[src/rtl/icache_pkg.sv]
// Shared types and geometry for the L1 instruction-cache refill path.
package icache_pkg;

  localparam int unsigned IC_SETS  = 64;
  localparam int unsigned IC_WORDS = 4;
  localparam int unsigned IC_SET_W = $clog2(IC_SETS);
  localparam int unsigned IC_OFF_W = $clog2(IC_WORDS);
  localparam int unsigned IC_TAG_W = 32 - IC_SET_W - IC_OFF_W - 2;

  typedef enum logic [1:0] {
    IDLE = 2'b00,
    REQ  = 2'b01,
    FILL = 2'b10,
    DONE = 2'b11
  } refill_state_t;

  // Tag width left over after set index, word offset and byte offset.
  function automatic int unsigned tag_width(input int unsigned sets, input int unsigned words);
    return 32 - $clog2(sets) - $clog2(words) - 2;
  endfunction

endpackage

[src/rtl/refill_beat_counter.sv]
// Loadable modulo-N counter; last_o flags the final count (N-1).
module refill_beat_counter #(
  parameter  int unsigned N = 4,
  localparam int unsigned W = $clog2(N)
) (
  input  logic         clk_i,
  input  logic         reset_i,
  input  logic         load_i,
  input  logic [W-1:0] load_val_i,
  input  logic         inc_i,
  output logic [W-1:0] cnt_o,
  output logic         last_o
);

  logic [W-1:0] r_cnt;

  // N is a power of two, so the increment wraps naturally.
  always_ff @(posedge clk_i) begin
    if (reset_i) begin
      r_cnt <= '0;
    end else if (load_i) begin
      r_cnt <= load_val_i;
    end else if (inc_i) begin
      r_cnt <= W'(r_cnt + W'(1));
    end
  end

  assign cnt_o  = r_cnt;
  assign last_o = (r_cnt == W'(N - 1));

endmodule

[src/rtl/icache_refill_ctlr.sv]
// L1 I-cache miss refill engine: burst-reads a block and streams it into the data array.
// Optional ICACHE_CRITICAL_WORD_FIRST_EN starts the burst at the missing word and wraps.
module icache_refill_ctlr
  import icache_pkg::*;
#(
  parameter  int unsigned S               = IC_SETS,
  parameter  int unsigned WORDS_PER_BLOCK = IC_WORDS,
  localparam int unsigned SET_W           = $clog2(S),
  localparam int unsigned OFF_W           = $clog2(WORDS_PER_BLOCK),
  localparam int unsigned TAG_W           = tag_width(S, WORDS_PER_BLOCK)
) (
  input  logic             clk_i,
  input  logic             reset_i,
  input  logic [31:0]      pc_f_i,
  input  logic             instr_hit_f_i,
  input  logic             ic_repl_permit_i,
  output logic             mem_req_o,
  output logic [31:0]      mem_addr_o,
  input  logic             mem_ack_i,
  input  logic             mem_rvalid_i,
  input  logic [31:0]      mem_rdata_i,
  output logic             fill_we_o,
  output logic [SET_W-1:0] fill_set_o,
  output logic [OFF_W-1:0] fill_word_o,
  output logic [31:0]      fill_data_o,
  output logic [TAG_W-1:0] fill_tag_o,
  output logic             fill_done_o,
  output logic             refill_busy_o
);

  refill_state_t    r_state;
  logic [TAG_W-1:0] r_blk_tag;
  logic [SET_W-1:0] r_blk_set;
  logic [OFF_W-1:0] r_blk_off;
  logic             r_mem_req;
  logic [31:0]      r_mem_addr;
  logic             r_done;
  logic             r_busy;

  logic [OFF_W-1:0] w_start_off;
  logic [31:0]      w_miss_addr;
  logic [OFF_W-1:0] w_beat_cnt;
  logic             w_last;
  logic             w_beat;
  logic             w_load;
  logic             w_miss;
  logic [1:0]       w_unused_pc_lsb;

  assign w_unused_pc_lsb = pc_f_i[1:0];

`ifdef ICACHE_CRITICAL_WORD_FIRST_EN
  assign w_start_off = r_blk_off;
  assign w_miss_addr = {pc_f_i[31:2], 2'b00};
`else
  assign w_start_off = '0;
  assign w_miss_addr = {pc_f_i[31:OFF_W+2], (OFF_W+2)'(0)};
`endif

  assign w_miss = ~instr_hit_f_i & ic_repl_permit_i;
  assign w_load = (r_state == REQ) & mem_ack_i;
  // Beats are accepted only in FILL; a beat racing a reset is dropped.
  assign w_beat = (r_state == FILL) & mem_rvalid_i & ~reset_i;

  refill_beat_counter #(
    .N (WORDS_PER_BLOCK)
  ) u_beat_cnt (
    .clk_i      (clk_i),
    .reset_i    (reset_i),
    .load_i     (w_load),
    .load_val_i ('0),
    .inc_i      (w_beat),
    .cnt_o      (w_beat_cnt),
    .last_o     (w_last)
  );

  always_ff @(posedge clk_i) begin
    if (reset_i) begin
      r_state    <= IDLE;
      r_blk_tag  <= '0;
      r_blk_set  <= '0;
      r_blk_off  <= '0;
      r_mem_req  <= 1'b0;
      r_mem_addr <= '0;
      r_done     <= 1'b0;
      r_busy     <= 1'b0;
    end else begin
      case (r_state)
        IDLE: begin
          if (w_miss) begin
            r_blk_tag  <= pc_f_i[31 -: TAG_W];
            r_blk_set  <= pc_f_i[OFF_W+2 +: SET_W];
            r_blk_off  <= pc_f_i[2 +: OFF_W];
            r_mem_req  <= 1'b1;
            r_mem_addr <= w_miss_addr;
            r_busy     <= 1'b1;
            r_state    <= REQ;
          end
        end
        REQ: begin
          if (mem_ack_i) begin
            r_mem_req <= 1'b0;
            r_state   <= FILL;
          end
        end
        FILL: begin
          if (w_beat && w_last) begin
            r_done  <= 1'b1;
            r_state <= DONE;
          end
        end
        DONE: begin
          r_done  <= 1'b0;
          r_busy  <= 1'b0;
          r_state <= IDLE;
        end
        default: r_state <= IDLE;
      endcase
    end
  end

  assign mem_req_o     = r_mem_req;
  assign mem_addr_o    = r_mem_addr;
  assign fill_we_o     = w_beat;
  assign fill_data_o   = w_beat ? mem_rdata_i : '0;
  assign fill_set_o    = r_blk_set;
  assign fill_tag_o    = r_blk_tag;
  assign fill_word_o   = (r_state == IDLE) ? r_blk_off : OFF_W'(w_start_off + w_beat_cnt);
  assign fill_done_o   = r_done;
  assign refill_busy_o = r_busy;

endmodule

[config.mk]
export PLATFORM = sky130hd
export DESIGN_NAME = icache_refill_ctlr
export DESIGN_NICKNAME = d
export VERILOG_FILES = /design/src/rtl/icache_pkg.sv /design/src/rtl/refill_beat_counter.sv /design/src/rtl/icache_refill_ctlr.sv
export SDC_FILE = /design/constraint.sdc
export NUM_CORES = 1
export LEC_CHECK = 0
export ABC_AREA = 1
export CELL_PAD_IN_SITES_DETAIL_PLACEMENT = 0
export CELL_PAD_IN_SITES_GLOBAL_PLACEMENT = 1
export CORE_ASPECT_RATIO = 1.4
export CORE_UTILIZATION = 42
export DETAILED_ROUTE_END_ITERATION = 10
export DONT_BUFFER_PORTS = 1
export HOLD_SLACK_MARGIN = 0.02
export PLACE_DENSITY = 0.92
export SYNTH_ARGS = -nofsm -noshare
export SYNTH_HDL_FRONTEND = slang
export SYNTH_SLANG_ARGS = --single-unit
[constraint.sdc]
create_clock -name clk_i -period 3.6 [get_ports clk_i]
set_input_delay 1.08 -clock clk_i [delete_from_list [all_inputs] [get_ports clk_i]]
set_output_delay 1.08 -clock clk_i [all_outputs]
set_load 0.01 [all_outputs]
==> results of run 1 <==
final timing paths:
check                                  endpoint    startpoint  slack [ns]
worst max-delay path            fill_data_o[19]  mem_rvalid_i        0.59
worst min-delay path               r_blk_off[1]  r_blk_off[1]        0.47
worst max register to register     r_blk_off[1]    r_state[0]        1.82
worst min register to register     r_blk_off[1]  r_blk_off[1]        0.47
cells by family (layout without fill, tap and decap cells):
| family | after synthesis | in the layout |
|---|---|---|
| flops | 37 | 37 |
| fa+ha+maj | 6 | 6 |
| other cells | 1 | 4 |
| simple gates | 117 | 117 |
| buf+inv | 88 | 52 |
| compound gates | 43 | 43 |
power groups by stage:
stage	Sequential, mW	Combinational, mW	Clock (mW)
global route	0.636	0.365	0.398
CTS	0.621	0.313	0.389
global placement	0.629	0.304	0
finish	0.619	0.307	0.373
floorplan	0.576	0.399	0
detailed placement	0.630	0.311	0
layout make-up:
class | instances | area (um2) | area share (%)
Multi-Input combinational cell | 170 | 774.5 | 41.18
Sequential cell | 37 | 740.7 | 39.39
Inverter | 44 | 167.7 | 8.916
Clock buffer | 6 | 82.58 | 4.391
Tap cell | 62 | 77.57 | 4.125
Clock inverter | 2 | 37.54 | 1.996
per-layer routing:
layer	vias up	track usage, %	part of all wire (%)
met1	664	17.70	37
met5	-	0	0
met2	97	29.27	53
met4	0	6.342	0.66
li1	770	-	-
met3	2	6.512	8.9
cells in the final DEF, fill, tap and decap left out:
| cell type | n |
|---|---|
| nor2_2 | 1 |
| ha_1 | 6 |
| clkinvlp_4 | 1 |
| nand2_1 | 16 |
| a21oi_2 | 1 |
| nand4_1 | 1 |
| nand3_1 | 1 |
| inv_2 | 3 |
| nand3b_1 | 1 |
| nor2_1 | 96 |
| clkbuf_8 | 6 |
| dfxtp_1 | 37 |
| bufinv_16 | 1 |
| conb_1 | 4 |
| nor2_8 | 1 |
| inv_4 | 1 |
| inv_1 | 40 |
| o21ai_1 | 3 |
| o21ai_0 | 32 |
| a21oi_1 | 7 |
through the flow:
stage / hold slack [ns] / power (mW) / cell area (um2) / util [%]
3_5_place_dp: 0.4698 / 0.9408 / 1760 / 38.51
4_1_cts: 0.4821 / 1.323 / 1881 / 41.13
2_1_floorplan: 0.4239 / 0.9756 / 2017 / -
5_1_grt: 0.5048 / 1.400 / 1881 / 41.13
3_3_place_gp: 0.4567 / 0.9330 / 1760 / 38.51
6_report: 0.4732 / 1.299 / 1881 / 41.13
worst register-to-register path, delay by kind of cell, from the launching register on:
| family | cells | cell delay (ns) |
|---|---|---|
| adders and majority gates | 1 | 0.27 |
| and+or+nand+nor | 1 | 0.35 |
| buffers and inverters | 3 | 0.45 |
| AOI/OAI and AO/OA | 2 | 0.26 |
| DFF | 1 | 0.34 |
flip-flops by register name, summed over array words and instances (netlist names):
signal,count
fill_tag_o,22
fill_set_o,5
r_blk_off,2
r_state,2
u_beat_cnt.cnt_o,2
fill_done_o,1
mem_addr_o,1
mem_req_o,1
refill_busy_o,1
==> results.json, run 1 <==
{
  "status": "finished clean",
  "crit_chain": "nand2_1, nor2_2, inv_2, nor2_1",
  "clk_latency_ns": 0.28,
  "cts_setup_buffers": 0,
  "vias": 1533,
  "clkTransAtPathRegs_ns": 0.08,
  "finalNonFillerCells": 321,
  "p_int_uw": 810.6,
  "dieArea_um2": 5060,
  "synth_area_leaders": "dfxtp_1 37%, nor2_1 18%, buf_4 12%, o21ai_0 8.0%, inv_1 7.5%",
  "comb_power_share_pct": 23.6,
  "synth_xor_area_share_pct": 0,
  "setup_violations": 0,
  "cts_buffers": 5,
  "synth_fa_ha_area_share_pct": 3.743,
  "wirelength_mm": 4.228,
  "dp_slack_ns": 0.5681,
  "crit_fanout": 32,
  "layout_min_cycle_time_ns": 3.005,
  "critPathKind": "in2out",
  "seq_area_frac_synth_pct": 36.93,
  "async_reset_ff_share_pct": 0,
  "crit_slowest_cell": "nor2_1",
  "grt_max_degree": 36,
  "grt_usage_pct": 16.93,
  "yosysTopAreaCell": "dfxtp_1",
  "rows": 29,
  "critPathArrivalTime_ns": 1.93,
  "grt_pass1_vias": 1352,
  "die_width_um": 60.41,
  "fin_skew_ns": 0.007734,
  "crit_required_ns": 2.52,
  "clockBufferDepth": 2,
  "htree_levels": 2,
  "p_leak_nw": 0.9706,
  "tns_ns": 0,
  "start_util_pct": 43.87,
  "synth_area_um2": 2006,
  "ioPinCount": 168,
  "seq_power_share_pct": 47.7,
  "critPathLaunchType": "input pin",
  "route.detailed.drc": 0,
  "switching_share_pct": 37.58,
  "area_growth_pct": -6.239,
  "critPathCaptureType": "primary output",
  "fmax_mhz": 332.8,
  "slew_violations": 0,
  "synth-simple-area-share_pct": 23.21,
  "cts_tree": "yes",
  "hold_violations": 0,
  "synth_top_family_by_area": "buffers and inverters",
  "path_buf_inv": 1,
  "synth-main-ff-cell": "dfxtp_1",
  "p_sw_uw": 488.1,
  "drtAntennaViolNets": 0,
  "vias_per_cell": 4.776,
  "rsz0062_at_grt": "no",
  "ctsRootBufferMaster": "clkbuf_8",
  "cap_violations": 0,
  "chipHeight_um": 83.77,
  "cp_top_family": "simple AND/OR/NAND/NOR gates",
  "synth-compound-area-share_pct": 10.92,
  "synth_top_area_share_pct": 36.93,
  "wl_per_cell_um": 13.17,
  "dr.pass1.iters": 4,
  "hold_buffers": 0,
  "synth-edff-count": 0,
  "clock_sinks": 37,
  "diodes": 0,
  "worstHoldPathType": "reg2reg",
  "postCtsResizedCells": 0,
  "ys_top_cells_by_count": "96 x nor2_1, 40 x inv_1, 37 x dfxtp_1",
  "dp_cells": 313,
  "core_area_um2": 4572,
  "fin_crit_sh_pct": 83.48,
  "drt_iter0_markers": 61,
  "synth_cells": 292,
  "clkPwrFrac_pct": 28.7,
  "yosysMostFrequentCell": "nor2_1",
  "avgSynthCellArea_um2": 6.869,
  "io_buffers": 0,
  "place.gp.congestion": 0.6898,
  "antenna_found_initial": 0,
  "ys_types": 21,
  "synth_warnings": 0,
  "muxShareOfSynthArea_pct": 0,
  "crit_path_max_incr_delay_ns": 0.28,
  "nets": 334,
  "vdd_ir_drop_max_uv": 323.9,
  "grt_pass1_wl_mm": 6.382,
  "holdPathStages": 2,
  "synth_seq_cells": 37,
  "gr-total-overflow": 0,
  "cp_num_cells": 4,
  "setup_ws_ns": 0.5948,
  "p_per_area_nw_per_um2": 690.6,
  "r2r_cells": 7,
  "drive_gt1_share_pct": 5.792,
  "dp_hpwl_mm": 3.118,
  "n_fill_cell": 482
}
(Power assumes the default switching activity.)
==> run 2, diff against run 1 <==
Settings changed: CORE_UTILIZATION 42 to 36, PLACE_DENSITY 0.92 to 0.85.
Clock period 3.6 ns to 2.6 ns, I/O delays scaled along.
==> results.json, run 2 (synthesis gave the netlist of run 1 again) <==
{
  "rows": 31,
  "crit_chain": "inv_1, ha_1, nand2_1, nor2_2, inv_4, nor2_1",
  "vias": 1556,
  "fin_crit_sh_pct": 93.69,
  "wirelength_mm": 4.159,
  "wl_per_cell_um": 12.72,
  "dp_hpwl_mm": 2.967,
  "gr-usage-met1_pct": 14.52,
  "clk_latency_ns": 0.29,
  "cap_violations": 0,
  "chipHeight_um": 90.32,
  "route.detailed.drc": 0,
  "reg2reg_slack_ns": 0.72,
  "slew_violations": 0,
  "htree_levels": 2,
  "critPathKind": "reg2out",
  "crit_slowest_cell": "dfxtp_1",
  "layout_min_cycle_time_ns": 2.436,
  "busiest_layer": "met2",
  "r2r_cells": 7,
  "cp-startpoint": "r_state[0]",
  "layout_commonest_cell": "nor2_1",
  "area_growth_pct": -6.987,
  "worstHoldPathType": "reg2reg",
  "vias_per_cell": 4.758,
  "crit_fanout": 32,
  "ioPinCount": 168,
  "place.gp.congestion": 0.7174,
  "hold_violations": 0,
  "met2_usage_pct": 25.61,
  "dieArea_um2": 5878,
  "ctsRootBufferMaster": "clkbuf_8",
  "crit_path_max_incr_delay_ns": 0.35,
  "io_buffers": 0,
  "grt_max_degree": 33,
  "nets": 336,
  "cts_buffers": 5,
  "fin_area_um2": 1866,
  "status": "finished clean",
  "p_leak_nw": 0.9693,
  "antenna_found_initial": 0,
  "rsz0062_at_grt": "no",
  "drt_iter0_markers": 37,
  "die_width_um": 65.09,
  "critPathArrivalTime_ns": 1.66,
  "fmax_mhz": 410.5,
  "setup_violations": 0,
  "cp-endpoint": "fill_data_o[10]",
  "start_util_pct": 38.02,
  "clockBufferDepth": 2,
  "final_cell_mix": "96 x nor2_1, 40 x inv_1, 37 x dfxtp_1",
  "fin_skew_ns": 0.004174,
  "n_fill_cell": 566,
  "timing.rr.end": "r_blk_off[1]",
  "dr.pass1.iters": 4,
  "met3_usage_pct": 5.177,
  "critPathLaunchType": "flop",
  "critPathCaptureType": "primary output",
  "grt_usage_pct": 14.15,
  "largest_reg_flops": 22,
  "grt_pass1_vias": 1439,
  "grt_pass1_wl_mm": 6.520,
  "vdd_ir_drop_max_uv": 386.7,
  "core_area_um2": 5275,
  "diodes": 0,
  "r2r-start": "r_state[0]",
  "p_per_area_nw_per_um2": 895.8,
  "tns_ns": 0,
  "drtAntennaViolNets": 0,
  "cts_setup_buffers": 0,
  "clkTransAtPathRegs_ns": 0.07,
  "total_power_mw": 1.671,
  "crit_required_ns": 1.82,
  "clock_sinks": 37,
  "drive_gt1_share_pct": 6.130,
  "placed_cell_area_um2": 1780,
  "gr-total-overflow": 0,
  "cts_tree": "yes"
}
[run 2: cell count changes in the layout (fill, tap and decap cells not counted), sizes merged]
cell | previous run | this run
clkinvlp | 1 | 0
clkinv | 0 | 2
buf | 0 | 2
bufinv | 1 | 0
[run 2: through the flow]
step | utilization (%) | setup slack, ns | hold WS (ns) | std cells
floorplan | - | 0.3695 | 0.4239 | 295
global route | 35.37 | 0.01770 | 0.4808 | 327
CTS | 35.32 | 0.05977 | 0.4599 | 327
detailed placement | 33.75 | 0.3450 | 0.4493 | 319
finish | 35.37 | 0.1642 | 0.4553 | 327
global placement | 33.75 | 0.3771 | 0.4413 | 319
[run 2: worst min path at each step]
stage | from | endpoint | slack (ns) | depth (start not counted)
final | r_blk_off[1] | r_blk_off[1] | 0.46 | 2
after CTS | r_blk_off[1] | r_blk_off[1] | 0.46 | 2
after floorplan | r_blk_off[1] | r_blk_off[1] | 0.42 | 2
after global placement | r_blk_off[1] | r_blk_off[1] | 0.44 | 2
after global routing | r_blk_off[1] | r_blk_off[1] | 0.48 | 2
after detailed placement | r_blk_off[1] | r_blk_off[1] | 0.45 | 2
[run 2: worst max-delay path, delay by kind of cell, from the launching register on]
kind | cells | cell delay, ns
buffers and inverters | 2 | 0.26
AND/OR/NAND/NOR | 3 | 0.53
adder cells (fa/ha/maj) | 1 | 0.23
flip-flops | 1 | 0.35
[run 2: what timing repair did]
action	in CTS	in global routing
hold buffers	0	0
endpoints found under the setup margin	0	32
gates resized for setup	0	2
[run 2: per-layer routing]
metal  vias to the layer above  wire length [um]  part of all wire (%)
li1                        775                 -                     -
met1                       681              1641                    39
met2                        95              2089                    50
met3                         5               367                   8.8
met4                         0                60                   1.4
met5                         -                 0                     0
[run 2: layout make-up]
type / count / area [um2] / area share (%)
Clock inverter: 2 / 10.01 / 0.5366
Timing Repair Buffer: 2 / 15.01 / 0.8048
Multi-Input combinational cell: 170 / 774.5 / 41.52
Clock buffer: 6 / 72.57 / 3.890
Sequential cell: 37 / 740.7 / 39.70
Tap cell: 66 / 82.58 / 4.427
Inverter: 44 / 170.2 / 9.121
[run 2: power by group]
part	internal (mW)	switching (mW)
Combinational	0.136	0.297
Sequential	0.678	0.180
Clock	0.186	0.194
Total	1.00	0.671
